**config.mk**
```make
export PLATFORM = sky130hd
export DESIGN_NAME = am2901_flat
export DESIGN_NICKNAME = d
export VERILOG_FILES = /design/src/rtl/am2901_if.sv /design/src/rtl/am2901.sv /design/src/flat_wrapper.sv
export SDC_FILE = /design/constraint.sdc
export NUM_CORES = 1
export LEC_CHECK = 0
export ABC_AREA = 1
export CAP_MARGIN = 10
export CORE_ASPECT_RATIO = 1.4
export CORE_MARGIN = 3
export CORE_UTILIZATION = 34
export CTS_BUF_LIST = sky130_fd_sc_hd__clkbuf_4 sky130_fd_sc_hd__clkbuf_8
export DETAILED_ROUTE_END_ITERATION = 8
export GPL_ROUTABILITY_DRIVEN = 0
export PLACE_DENSITY_LB_ADDON = 0.15
export SLEW_MARGIN = 0
export SYNTH_ARGS = -nofsm -noshare
export SYNTH_HDL_FRONTEND = slang
export SYNTH_SLANG_ARGS = --single-unit
```
**constraint.sdc**
```tcl
create_clock -name clock -period 4.5 [get_ports clock]
set_input_delay 0.675 -clock clock [delete_from_list [all_inputs] [get_ports clock]]
set_output_delay 0.675 -clock clock [all_outputs]
set_load 0.005 [all_outputs]
```
**src/rtl/am2901_if.sv**
```systemverilog
`default_nettype none
// ============================================================================
//  Module   : am2901_if
//  Brief    : Data, microcode and status bundle of one Am2901 slice.
//  Revision : 1.0 - initial release
// ============================================================================
interface am2901_if;
   logic [3:0] din;
   logic [3:0] a;
   logic [3:0] b;
   logic [2:0] src;
   logic [2:0] op;
   logic [2:0] dest;
   logic       cin;
   logic [3:0] yout;
   logic       cout;
   logic       f0;
   logic       f3;
   logic       ovr;

   modport master (
      output din, a, b, src, op, dest, cin,
      input  yout, cout, f0, f3, ovr
   );

   modport slave (
      input  din, a, b, src, op, dest, cin,
      output yout, cout, f0, f3, ovr
   );
endinterface
`default_nettype wire

```
**src/rtl/am2901.sv**
```systemverilog
`default_nettype none
// ============================================================================
//  Module   : am2901
//  Brief    : 4-bit ALU/register slice (16x4 register file, Q, ALU, shifter).
//  Revision : 1.0 - initial release
// ============================================================================
module am2901 (
   input  logic      clock,
   input  logic      reset,
   am2901_if.slave   bus
);
   localparam logic [2:0] c_SRC_AQ = 3'd0, c_SRC_AB = 3'd1, c_SRC_ZQ = 3'd2,
                          c_SRC_ZB = 3'd3, c_SRC_ZA = 3'd4, c_SRC_DA = 3'd5,
                          c_SRC_DQ = 3'd6, c_SRC_DZ = 3'd7;
   localparam logic [2:0] c_OP_ADD = 3'd0, c_OP_SUBR = 3'd1, c_OP_SUBS = 3'd2,
                          c_OP_OR  = 3'd3, c_OP_AND  = 3'd4, c_OP_NOTRS = 3'd5,
                          c_OP_EXOR = 3'd6, c_OP_EXNOR = 3'd7;
   localparam logic [2:0] c_DST_QREG = 3'd0, c_DST_NOP = 3'd1, c_DST_RAMA = 3'd2,
                          c_DST_RAMF = 3'd3, c_DST_RAMQD = 3'd4, c_DST_RAMD = 3'd5,
                          c_DST_RAMQU = 3'd6, c_DST_RAMU = 3'd7;

   logic [3:0] r_ram [16];
   logic [3:0] r_q;

   logic [3:0] w_a, w_b, w_r, w_s, w_x, w_y, w_f;
   logic [4:0] w_sum;
   logic       w_arith, w_c3;

   assign w_a = r_ram[bus.a];
   assign w_b = r_ram[bus.b];

   always_comb begin
      w_r = 4'h0;
      w_s = 4'h0;
      case (bus.src)
         c_SRC_AQ: begin w_r = w_a;     w_s = r_q; end
         c_SRC_AB: begin w_r = w_a;     w_s = w_b; end
         c_SRC_ZQ: begin w_r = 4'h0;    w_s = r_q; end
         c_SRC_ZB: begin w_r = 4'h0;    w_s = w_b; end
         c_SRC_ZA: begin w_r = 4'h0;    w_s = w_a; end
         c_SRC_DA: begin w_r = bus.din; w_s = w_a; end
         c_SRC_DQ: begin w_r = bus.din; w_s = r_q; end
         c_SRC_DZ: begin w_r = bus.din; w_s = 4'h0; end
         default:  begin w_r = 4'h0;    w_s = 4'h0; end
      endcase
   end

   // Subtraction is done by inverting one adder operand; cin supplies the +1.
   assign w_x     = (bus.op == c_OP_SUBR) ? ~w_r : w_r;
   assign w_y     = (bus.op == c_OP_SUBS) ? ~w_s : w_s;
   assign w_sum   = {1'b0, w_x} + {1'b0, w_y} + {4'b0000, bus.cin};
   assign w_c3    = w_x[3] ^ w_y[3] ^ w_sum[3];
   assign w_arith = (bus.op == c_OP_ADD) || (bus.op == c_OP_SUBR) || (bus.op == c_OP_SUBS);

   always_comb begin
      w_f = 4'h0;
      case (bus.op)
         c_OP_ADD, c_OP_SUBR, c_OP_SUBS: w_f = w_sum[3:0];
         c_OP_OR:    w_f = w_r | w_s;
         c_OP_AND:   w_f = w_r & w_s;
         c_OP_NOTRS: w_f = ~w_r & w_s;
         c_OP_EXOR:  w_f = w_r ^ w_s;
         c_OP_EXNOR: w_f = ~(w_r ^ w_s);
         default:    w_f = 4'h0;
      endcase
   end

   assign bus.yout = (bus.dest == c_DST_RAMA) ? w_a : w_f;
   assign bus.cout = w_arith & w_sum[4];
   assign bus.ovr  = w_arith & (w_c3 ^ w_sum[4]);
   assign bus.f0   = (w_f == 4'h0);
   assign bus.f3   = w_f[3];

   // Shift-in bits at the ends of the RAM and Q shifters are tied to zero.
   always_ff @(posedge clock or posedge reset) begin
      if (reset) begin
         for (int i = 0; i < 16; i++) r_ram[i] <= 4'h0;
         r_q <= 4'h0;
      end else begin
         case (bus.dest)
            c_DST_QREG:  r_q <= w_f;
            c_DST_NOP:   ;
            c_DST_RAMA,
            c_DST_RAMF:  r_ram[bus.b] <= w_f;
            c_DST_RAMQD: begin
               r_ram[bus.b] <= {1'b0, w_f[3:1]};
               r_q          <= {1'b0, r_q[3:1]};
            end
            c_DST_RAMD:  r_ram[bus.b] <= {1'b0, w_f[3:1]};
            c_DST_RAMQU: begin
               r_ram[bus.b] <= {w_f[2:0], 1'b0};
               r_q          <= {r_q[2:0], 1'b0};
            end
            c_DST_RAMU:  r_ram[bus.b] <= {w_f[2:0], 1'b0};
            default:     ;
         endcase
      end
   end
endmodule
`default_nettype wire

```
**src/flat_wrapper.sv**
```systemverilog
// flat-port wrapper written by rule: the top's interface ports become plain ports
module am2901_flat 
  (clock, reset, bus_din, bus_a, bus_b, bus_src, bus_op, bus_dest, bus_cin, bus_yout, bus_cout, bus_f0, bus_f3, bus_ovr);
  am2901_if bus_i ();
  input  logic clock;
  input  logic reset;
  input wire logic [$bits(bus_i.din)-1:0] bus_din;
  input wire logic [$bits(bus_i.a)-1:0] bus_a;
  input wire logic [$bits(bus_i.b)-1:0] bus_b;
  input wire logic [$bits(bus_i.src)-1:0] bus_src;
  input wire logic [$bits(bus_i.op)-1:0] bus_op;
  input wire logic [$bits(bus_i.dest)-1:0] bus_dest;
  input wire logic [$bits(bus_i.cin)-1:0] bus_cin;
  output wire logic [$bits(bus_i.yout)-1:0] bus_yout;
  output wire logic [$bits(bus_i.cout)-1:0] bus_cout;
  output wire logic [$bits(bus_i.f0)-1:0] bus_f0;
  output wire logic [$bits(bus_i.f3)-1:0] bus_f3;
  output wire logic [$bits(bus_i.ovr)-1:0] bus_ovr;
  assign bus_i.din = bus_din;
  assign bus_i.a = bus_a;
  assign bus_i.b = bus_b;
  assign bus_i.src = bus_src;
  assign bus_i.op = bus_op;
  assign bus_i.dest = bus_dest;
  assign bus_i.cin = bus_cin;
  assign bus_yout = bus_i.yout;
  assign bus_cout = bus_i.cout;
  assign bus_f0 = bus_i.f0;
  assign bus_f3 = bus_i.f3;
  assign bus_ovr = bus_i.ovr;
  am2901 u_core (.clock(clock), .reset(reset), .bus(bus_i));
endmodule
```
# Word-level counts from Yosys, hierarchy flattened

Index checks and enable logic that the tools add are counted.

Equal/unequal tests: 20
$lt $le $gt $ge: 3
Bitwise logic cells: 14
Add/subtract/negate cells: 2
Multiplexer cells: 19
Reductions and logical operators: 19

Operator list:

| cell                 | count |
|---|---|
| $bwmux W64           | 3 |
| $pmux W64 S3         | 1 |
| $eq A3 B3 Y1 const B | 12 |
| $bmux W4 S4          | 2 |
| $mux W4              | 8 |
| $pmux W4 S3          | 2 |
| $pmux W4 S6          | 1 |
| $eq A3 B2 Y1 const B | 6 |
| $demux W4 S4         | 1 |
| $pmux W4 S4          | 1 |
| $not A4 Y4           | 3 |
| $reduce_or A2 Y1     | 6 |
| $reduce_or A3 Y1     | 4 |
| $ge A5 B5 Y1 const B | 2 |
| $not A4 Y5           | 2 |
| $logic_not A3 Y1     | 3 |
| $and A4 B4 Y4        | 2 |
| $eq A3 B1 Y1 const B | 2 |
| $reduce_bool A3 Y1   | 2 |
| $add A4 B4 Y5        | 1 |
| $add A5 B1 Y5        | 1 |
| $lt A5 B1 Y1 const B | 1 |
| $logic_not A4 Y1     | 1 |
| $or A4 B4 Y4         | 1 |
| 5 further kinds      | 9 |

Word-level logic and storage cells: 94
Output and inout bits: 8
Flip-flop bits (word level): 68
Input port bits: 24

# Longest topological paths before layout

Gate-level depths: netlist of run 1.

Depth in word-level cells: 12
Depth in mapped cells: 25
Depth with buffers taken out: 23

# Worst setup path after synthesis of run 1

No wires, ideal clock.

Kind: input-to-output
From: input port bus_b[0]
To: output port bus_yout[2]
Setup slack: 0.393 ns
Arrival time: 3.432 ns
Path buffers: 3
Stages: 21
Cell sequence: buf_4 -> nand2_2 -> buf_6 -> nor2_1 -> a21oi_1 -> nand2_1 -> nand2_1 -> nand2_1 -> nor2_1 -> nand2_1 -> nand2_1 -> xor2_1 -> fa_1 -> inv_1 -> fa_1 -> inv_1 -> nor2_1 -> o21ai_0 -> nand2_4 -> buf_2 -> o21ai_0

Cells in the longest elaborated chain, start to end: 11
Elaborated cells between the ends (all ways): 16
Classes of those cells: add/sub (2); mux (7); bitwise (7)

RTL lines:

| element                                        | line               | text |
|---|---|---|
| start, declared                                | flat_wrapper.sv:9  | `input wire logic [$bits(bus_i.b)-1:0] bus_b;` |
| $not A4 Y5 (not written as such) (*)           | am2901.sv:30       | `assign w_b = r_ram[bus.b];` |
| $bmux W4 S4 (*)                                | am2901.sv:30       |  |
| $mux W4 (not written as such) (*) (2 in a row) | am2901.sv:30       |  |
| $pmux W4 S4 (*)                                | am2901.sv:35       | `case (bus.src)` |
| $not A4 Y4                                     | am2901.sv:50       | `assign w_y = (bus.op == c_OP_SUBS) ? ~w_s : w_s;` |
| $mux W4                                        | am2901.sv:50       |  |
| $add A4 B4 Y5                                  | am2901.sv:51       | `assign w_sum = {1'b0, w_x} + {1'b0, w_y} + {4'b0000, bus.cin};` |
| $add A5 B1 Y5                                  | am2901.sv:51       |  |
| $pmux W4 S6 (*)                                | am2901.sv:57       | `case (bus.op)` |
| $mux W4 (*)                                    | am2901.sv:68       | `assign bus.yout = (bus.dest == c_DST_RAMA) ? w_a : w_f;` |
| end, declared                                  | flat_wrapper.sv:14 | `output wire logic [$bits(bus_i.yout)-1:0] bus_yout;` |

Mark *: on every way between the ends. The rest lies on a longest branch, timed or not. The select of a mux whose other input is x is not followed.

# Final worst setup path of run 1

From: input port bus_src[1]
To: output port bus_yout[3]

Cells in the longest elaborated chain, start to end: 9
Elaborated cells between the ends (all ways): 29
Classes of those cells: add/sub (2); eq/ne (7); mux (6); bitwise (7); reduce/logical (7)

RTL lines:

| element                                                               | line                                     | text |
|---|---|---|
| start, declared                                                       | flat_wrapper.sv:10                       | `input wire logic [$bits(bus_i.src)-1:0] bus_src;` |
| $eq A3 B2 Y1 (tied with other cells)                                  | am2901.sv:35                             |  |
| $reduce_or A3 Y1 (no source line) or $reduce_or A2 Y1 (tied branches) | --                                       |  |
| $pmux W4 S4 or $pmux W4 S3 (tied branches)                            | am2901.sv:35                             |  |
| $not A4 Y4, on equally long branches                                  | am2901.sv:50, am2901.sv:49, am2901.sv:61 |  |
| $mux W4, on equally long branches                                     | am2901.sv:50, am2901.sv:49               |  |
| $add A4 B4 Y5                                                         | am2901.sv:51                             |  |
| $add A5 B1 Y5                                                         | am2901.sv:51                             |  |
| $pmux W4 S6 (*)                                                       | am2901.sv:57                             |  |
| $mux W4 (*)                                                           | am2901.sv:68                             |  |

Mark *: on every way between the ends. The rest lies on a longest branch, timed or not.

==> metrics.md, run 1 <==
| Metric | Value |
|---|---|
| Worst setup SP type | input pin |
| Top-count cell post-synth | nand2_1 |
| Critical Path RT | 3.83 ns |
| # port buffers | 31 |
| Worst EP arrival | 3.67 ns |
| Chip width | 126 um |
| Diodes inserted | 0 |
| Synth warnings | 0 |
| CORE AREA | 0.0194 mm^2 |
| Leading cell types by count after synthesis | 435 x nand2_1, 207 x inv_1, 184 x nand3_1 |
| Reg2Reg Depth | 19 |
| Post-synthesis instance area | 0.00681 mm^2 |
| Finish-stage setup viols | 0 |
| Routed wire length | 25.6 mm |
| H-tree depth | 3 |
| Hpwl dp | 19.3 mm |
| Die Ht | 173 um |
| Post-route insts no fill | 1580 |
| Routed len/inst | 16.2 um |
| Residual DRC count | 0 |
| Worst min path class | flip-flop to flip-flop |
| Post-synth EDFFs | 0 |
| Slew Viols, Final | 0 |
| Placed Instances | 1557 |
| VDD IR-drop max | 223 uV |
| Pre-CTS setup slack | -0.588 ns |
| Vias in the first global route | 7711 |
| Primary FF master, synth | dfrtp_1 |
| Area of the multi-input gates | 0.00415 mm^2 |
| Element type at the critical path end | output port |
| Clk_skew | 0.00941 ns |
| Hold depth | 2 |
| Drt pass-1 iters | 7 |
| Synth unique cells | 39 |
| F_max | 230 MHz |
| Fillcell total | 2127 |
| Share of flip-flops with an asynchronous set or reset | 100% |
| CTS Hold Bufs | 0 |
| Worst-path clk slew | 0.07 ns |
| Die area | 0.0218 mm^2 |
| Synthesis-to-finish area growth | 23.9% |
| Top Ports | 32 |
| Crit path kind | input pin to output port |
| Clock tree buffer depth | 2 |
| Initial antenna violation count | 0 |
| Placement row count | 60 |
| Share of layout cells above drive strength 1 | 13.5% |
| Violation count after the first detailed-route iteration | 600 |
| Post-route clock period utilization | 96.6% |
| Worst skew pair latency | 0.38 ns |
| Fin. Hold Viols | 0 |
| Register Area | 0.00170 mm^2 |
| GRT Residual Overflow | 0 |
| Synth area leader | dfrtp_1 |
| Normalized max-slew margin | 30.8% |
| CTS tree | built |
| Root Buffer | clkbuf_8 |
| Mapped Nets | 1249 |
| # clock sinks | 68 |
| Synth top area share | 25.0% |
| Reg2reg setup slack | 0.81 ns |
| Largest net degree at the start of global routing | 69 |
| Status | complete, no violations |
| Seq/Total Area, Yosys | 25.0% |
| Final min period | 4.35 ns |
| First-pass GRT wire length | 41.1 mm |
| TritonCTS buffer count | 9 |
| Fin worst setup slack | 0.151 ns |
| GRT Util Overall | 23.6% |
| Nets | 1360 |
| Max-Cap Viols | 0 |
| Synth Register Bits | 68 |
| Initial Utilization | 35.0% |
| Ranking of synthesized cells by area | dfrtp_1 25%, nand2_1 24%, nand3_1 14% |
| Leak | 0.00452 uW |
| CP Max Fanout | 3 |
| Cell count after synthesis | 1216 |
| Via count | 7905 |
| Cell Pwr Density | 325 mW/mm^2 |
| Antenna-violating nets left | 0 |
| Worst slew pin tran | 1.04 ns |
| Via density per instance | 5.00 |
| Syn avg cell area | 5.60 um^2 |
cells by family (layout without fill, tap and decap cells):
kind of cell / Yosys count / in the layout / synth area share (%)
XOR/XNOR: 9 / 9 / 1.16
buffers and inverters: 263 / 379 / 16.1
flip-flops: 68 / 68 / 25.0
adder cells (fa/ha/maj): 9 / 9 / 1.87
AND/OR/NAND/NOR: 764 / 764 / 46.6
AO/OA/AOI/OAI: 103 / 103 / 9.31
per-stage QoR:
| stage | hold slack [ns] | power, uW | TNS, ns | area (um^2) | util (%) |
|---|---|---|---|---|---|
| after floorplan | 0.465 | 1610 | 0 | 6810 | - |
| after global placement | 0.482 | 2130 | -6.73 | 8030 | 41.3 |
| final | 0.502 | 2740 | 0 | 8440 | 43.4 |
| after global routing | 0.533 | 2940 | -0.0215 | 8440 | 43.4 |
| after CTS | 0.503 | 2740 | 0 | 8380 | 43.1 |
| after detailed placement | 0.484 | 2130 | -7.84 | 8030 | 41.3 |
report_power, final:
group	total, uW	switching (uW)	internal [uW]
Combinational	1350	839	507
Clock	567	279	287
Sequential	833	91.5	741
Total	2740	1210	1540
placed cells by master (no fill, tap or decap), types with 7 or more instances in the layout:
cell type | synthesis | layout
a21oi_1 | 20 | 18
clkbuf_8 | 0 | 11
o22ai_1 | 14 | 14
nand2_1 | 435 | 426
nand2_2 | 5 | 11
o21ai_0 | 23 | 18
clkdlybuf4s50_1 | 0 | 16
buf_4 | 7 | 97
nor2_1 | 124 | 121
inv_1 | 207 | 205
ha_1 | 7 | 7
clkinv_1 | 9 | 9
dfrtp_1 | 68 | 68
o211ai_1 | 24 | 24
nand3_1 | 184 | 184
buf_12 | 0 | 7
o21ai_1 | 9 | 11
how the worst max path moves through the flow:
stage / startpoint / endpoint / slack [ns] / depth (start not counted)
2_1_floorplan: bus_b[0] / bus_yout[2] / 0.39 / 21
3_3_place_gp: bus_b[1] / bus_f0 / -0.54 / 18
3_5_place_dp: bus_a[0] / bus_f0 / -0.59 / 20
4_1_cts: bus_b[0] / bus_yout[3] / 0.003 / 21
5_1_grt: bus_a[1] / bus_yout[3] / -0.02 / 20
6_report: bus_src[1] / bus_yout[3] / 0.15 / 19
worst max-delay path, stage by stage:
cell,delay (ns)
clkdlybuf4s50_1,0.47
nor2_1,0.06
nor2_1,0.19
inv_1,0.09
buf_4,0.14
o21ai_1,0.14
inv_1,0.07
nand2_1,0.08
nand2_2,0.06
xor2_1,0.15
ha_1,0.36
a21o_1,0.19
a31oi_4,0.05
or2_2,0.28
nand3_1,0.09
nand2_2,0.08
buf_4,0.16
o21ai_1,0.12
clkdlybuf4s15_1,0.22
per-layer routing:
layer	global-route usage [%]	part of all wire (%)	vias up
li1	-	-	3998
met5	0	0	-
met4	9.40	4.5	0
met3	2.59	4.0	74
met1	28.5	42	3622
met2	42.5	50	211
cell type report:
type	count	area share (%)
clock buffer	11	1.79
clock inverter	5	0.697
inverter	223	10.1
multi-input combinational	885	49.1
sequential	68	20.2
tap	248	3.68
timing repair buffer	140	14.5
repair_timing:
action / in CTS / in global routing
setup buffers: 6 / 1
endpoints found under the hold margin: 0 / 0
resized for setup: 47 / 25
pin swaps: 12 / 15
setup endpoints to repair: 8 / 8
Power figures use the tool's default switching activity.
==> inputs of run 2 (changes only) <==
==> constraint.sdc (replaced) <==
create_clock -name clock -period 5 [get_ports clock]
set_input_delay 0.75 -clock clock [delete_from_list [all_inputs] [get_ports clock]]
set_output_delay 0.75 -clock clock [all_outputs]
set_load 0.005 [all_outputs]
==> metrics.md, run 2 (synthesis results as in run 1) <==
| Metric | Value |
|---|---|
| Post-route design area | 0.00823 mm^2 |
| Die area | 0.0218 mm^2 |
| # clock sinks | 68 |
| Max-Cap Viols | 0 |
| Commonest non-fill, non-tap cell in the layout | nand2_1 |
| Unrepaired setup endpoints after global routing | true |
| Via density per instance | 5.06 |
| Worst EP arrival | 4.13 ns |
| Routed wire length | 25.7 mm |
| Worst setup SP type | input pin |
| Worst slew pin tran | 0.963 ns |
| Chip width | 126 um |
| Violation count after the first detailed-route iteration | 572 |
| Antenna-violating nets left | 0 |
| F_max | 205 MHz |
| Synthesis-to-finish area growth | 20.8% |
| Worst skew pair latency | 0.38 ns |
| Residual DRC count | 0 |
| Worst-path clk slew | 0.09 ns |
| Initial Utilization | 35.0% |
| Placement row count | 60 |
| H-tree depth | 3 |
| Largest net degree at the start of global routing | 39 |
| Cells along the critical path | clkdlybuf4s50_1 -> buf_6 -> inv_2 -> nand2_2 -> nor2_1 -> a21oi_1 -> nand2_1 -> nand2_1 -> nand2_1 -> nor2_1 -> nand2_1 -> nand2_2 -> xor2_2 -> fa_2 -> inv_1 -> fa_2 -> nor2_2 -> buf_4 -> o21ai_0 -> and2_1 -> nor2_1 -> clkdlybuf4s50_1 |
| CTS tree | built |
| Commonest cells after routing, fill and taps aside | 430 x nand2_1, 206 x inv_1, 184 x nand3_1, 122 x nor2_1, 85 x buf_4 |
| Placed inst area | 0.00784 mm^2 |
| Clk_skew | 0.0171 ns |
| Routed len/inst | 16.4 um |
| Cell repeated most along the worst path | nand2_1 |
| Placed Instances | 1539 |
| Post-layout util | 42.3% |
| Finish-stage setup viols | 0 |
| First-pass GRT wire length | 40.4 mm |
| Diodes inserted | 0 |
| Share of layout cells above drive strength 1 | 11.4% |
| Post-route insts no fill | 1561 |
| Slew Viols, Final | 0 |
| Die Ht | 173 um |
| Leak | 0.00441 uW |
| Cell Pwr Density | 301 mW/mm^2 |
| TritonCTS buffer count | 9 |
| Vias in the first global route | 7659 |
| Final min period | 4.88 ns |
| CP Max Fanout | 5 |
| Worst min path class | flip-flop to flip-flop |
| Status | complete, no violations |
| VDD IR-drop max | 158 uV |
| CORE AREA | 0.0194 mm^2 |
| Initial antenna violation count | 0 |
| Drt pass-1 iters | 5 |
| Via count | 7902 |
| Root Buffer | clkbuf_8 |
| CTS Hold Bufs | 0 |
| # port buffers | 31 |
| Slowest Stage Delay on Critical Path | 0.50 ns |
| Normalized max-slew margin | 35.7% |
| GRT Residual Overflow | 0 |
| Post-route clock period utilization | 97.5% |
| Nets | 1341 |
| GRT Util Overall | 23.4% |
| Critical Path RT | 4.25 ns |
| Fin. Hold Viols | 0 |
| Element type at the critical path end | output port |
| Crit path kind | input pin to output port |
| CP max stage cell | clkdlybuf4s50_1 |
| Hpwl dp | 18.9 mm |
| Top Ports | 32 |
| Clock tree buffer depth | 2 |
-- run 2: changes by cell type in the layout (fill, tap and decap cells not counted), sizes merged --
| cell | before | now |
|---|---|---|
| buf | 111 | 90 |
| bufbuf | 0 | 1 |
| bufinv | 1 | 2 |
| clkbuf | 13 | 12 |
| clkdlybuf4s15 | 3 | 0 |
| clkdlybuf4s50 | 16 | 21 |
| clkinv | 10 | 11 |
| clkinvlp | 2 | 0 |
| dlygate4sd2 | 4 | 5 |
| dlymetal6s2s | 4 | 3 |
-- run 2: routing by layer --
layer  vias up  share of wire [%]  GRT usage, %
met4         0                4.2          10.4
met1      3693                 42          27.9
met3        66                3.7          2.96
met5         -                  0             0
li1       3948                  -             -
met2       195                 50          41.8
-- run 2: worst max-delay path: cells and delay by family --
family                     cells  cell delay, ns
AOI/OAI and AO/OA              2            0.19
xor gates and xnor gates       1            0.15
adders and majority gates      2            0.62
buffers and inverters          6            1.36
and+or+nand+nor               11            1.05
-- run 2: worst paths after layout --
path,slack (ns),depth (start not counted),endpoint,from
worst max-delay path,0.12,22,bus_cout,bus_b[0]
worst min-delay path,0.51,2,flip-flop,flip-flop
worst max register to register,1.16,18,flip-flop,flip-flop
worst min register to register,0.51,2,flip-flop,flip-flop
max in group asynchronous,3.10,3,asynchronous set/reset pin,reset
min in group asynchronous,0.89,2,asynchronous set/reset pin,reset
-- run 2: metrics by stage --
stage               hold WS, ns  power, uW  setup WS [ns]  TNS [ns]
CTS                       0.513       2460         0.0404         0
global route              0.538       2650         -0.130    -0.136
detailed placement        0.493       1890         -0.276     -1.38
global placement          0.482       1880         -0.239     -1.15
finish                    0.515       2480          0.125         0
floorplan                 0.465       1450          0.743         0
-- run 2: report_power, final --
group / internal, uW / switching [uW] / leakage [uW] / total, uW
clock: 310 / 254 / 0.000120 / 564
combinational: 429 / 741 / 0.00346 / 1170
sequential: 667 / 77.3 / 0.000827 / 744
-- run 2: final cells by class --
cell class | instances | area, um^2
multi-input cells | 885 | 4100
flip-flops and latches | 68 | 1700
repair buffers | 121 | 1040
inverters | 223 | 845
clock buffers | 11 | 151
well taps | 248 | 310
fillers | 2140 | 11200
clock inverters | 5 | 82.6
-- run 2: timing repair --
item,CTS,global route
setup endpoints to repair,7,7
buffers inserted,2,3
pin swaps,2,5
resized for setup,14,21
gates cloned,1,0
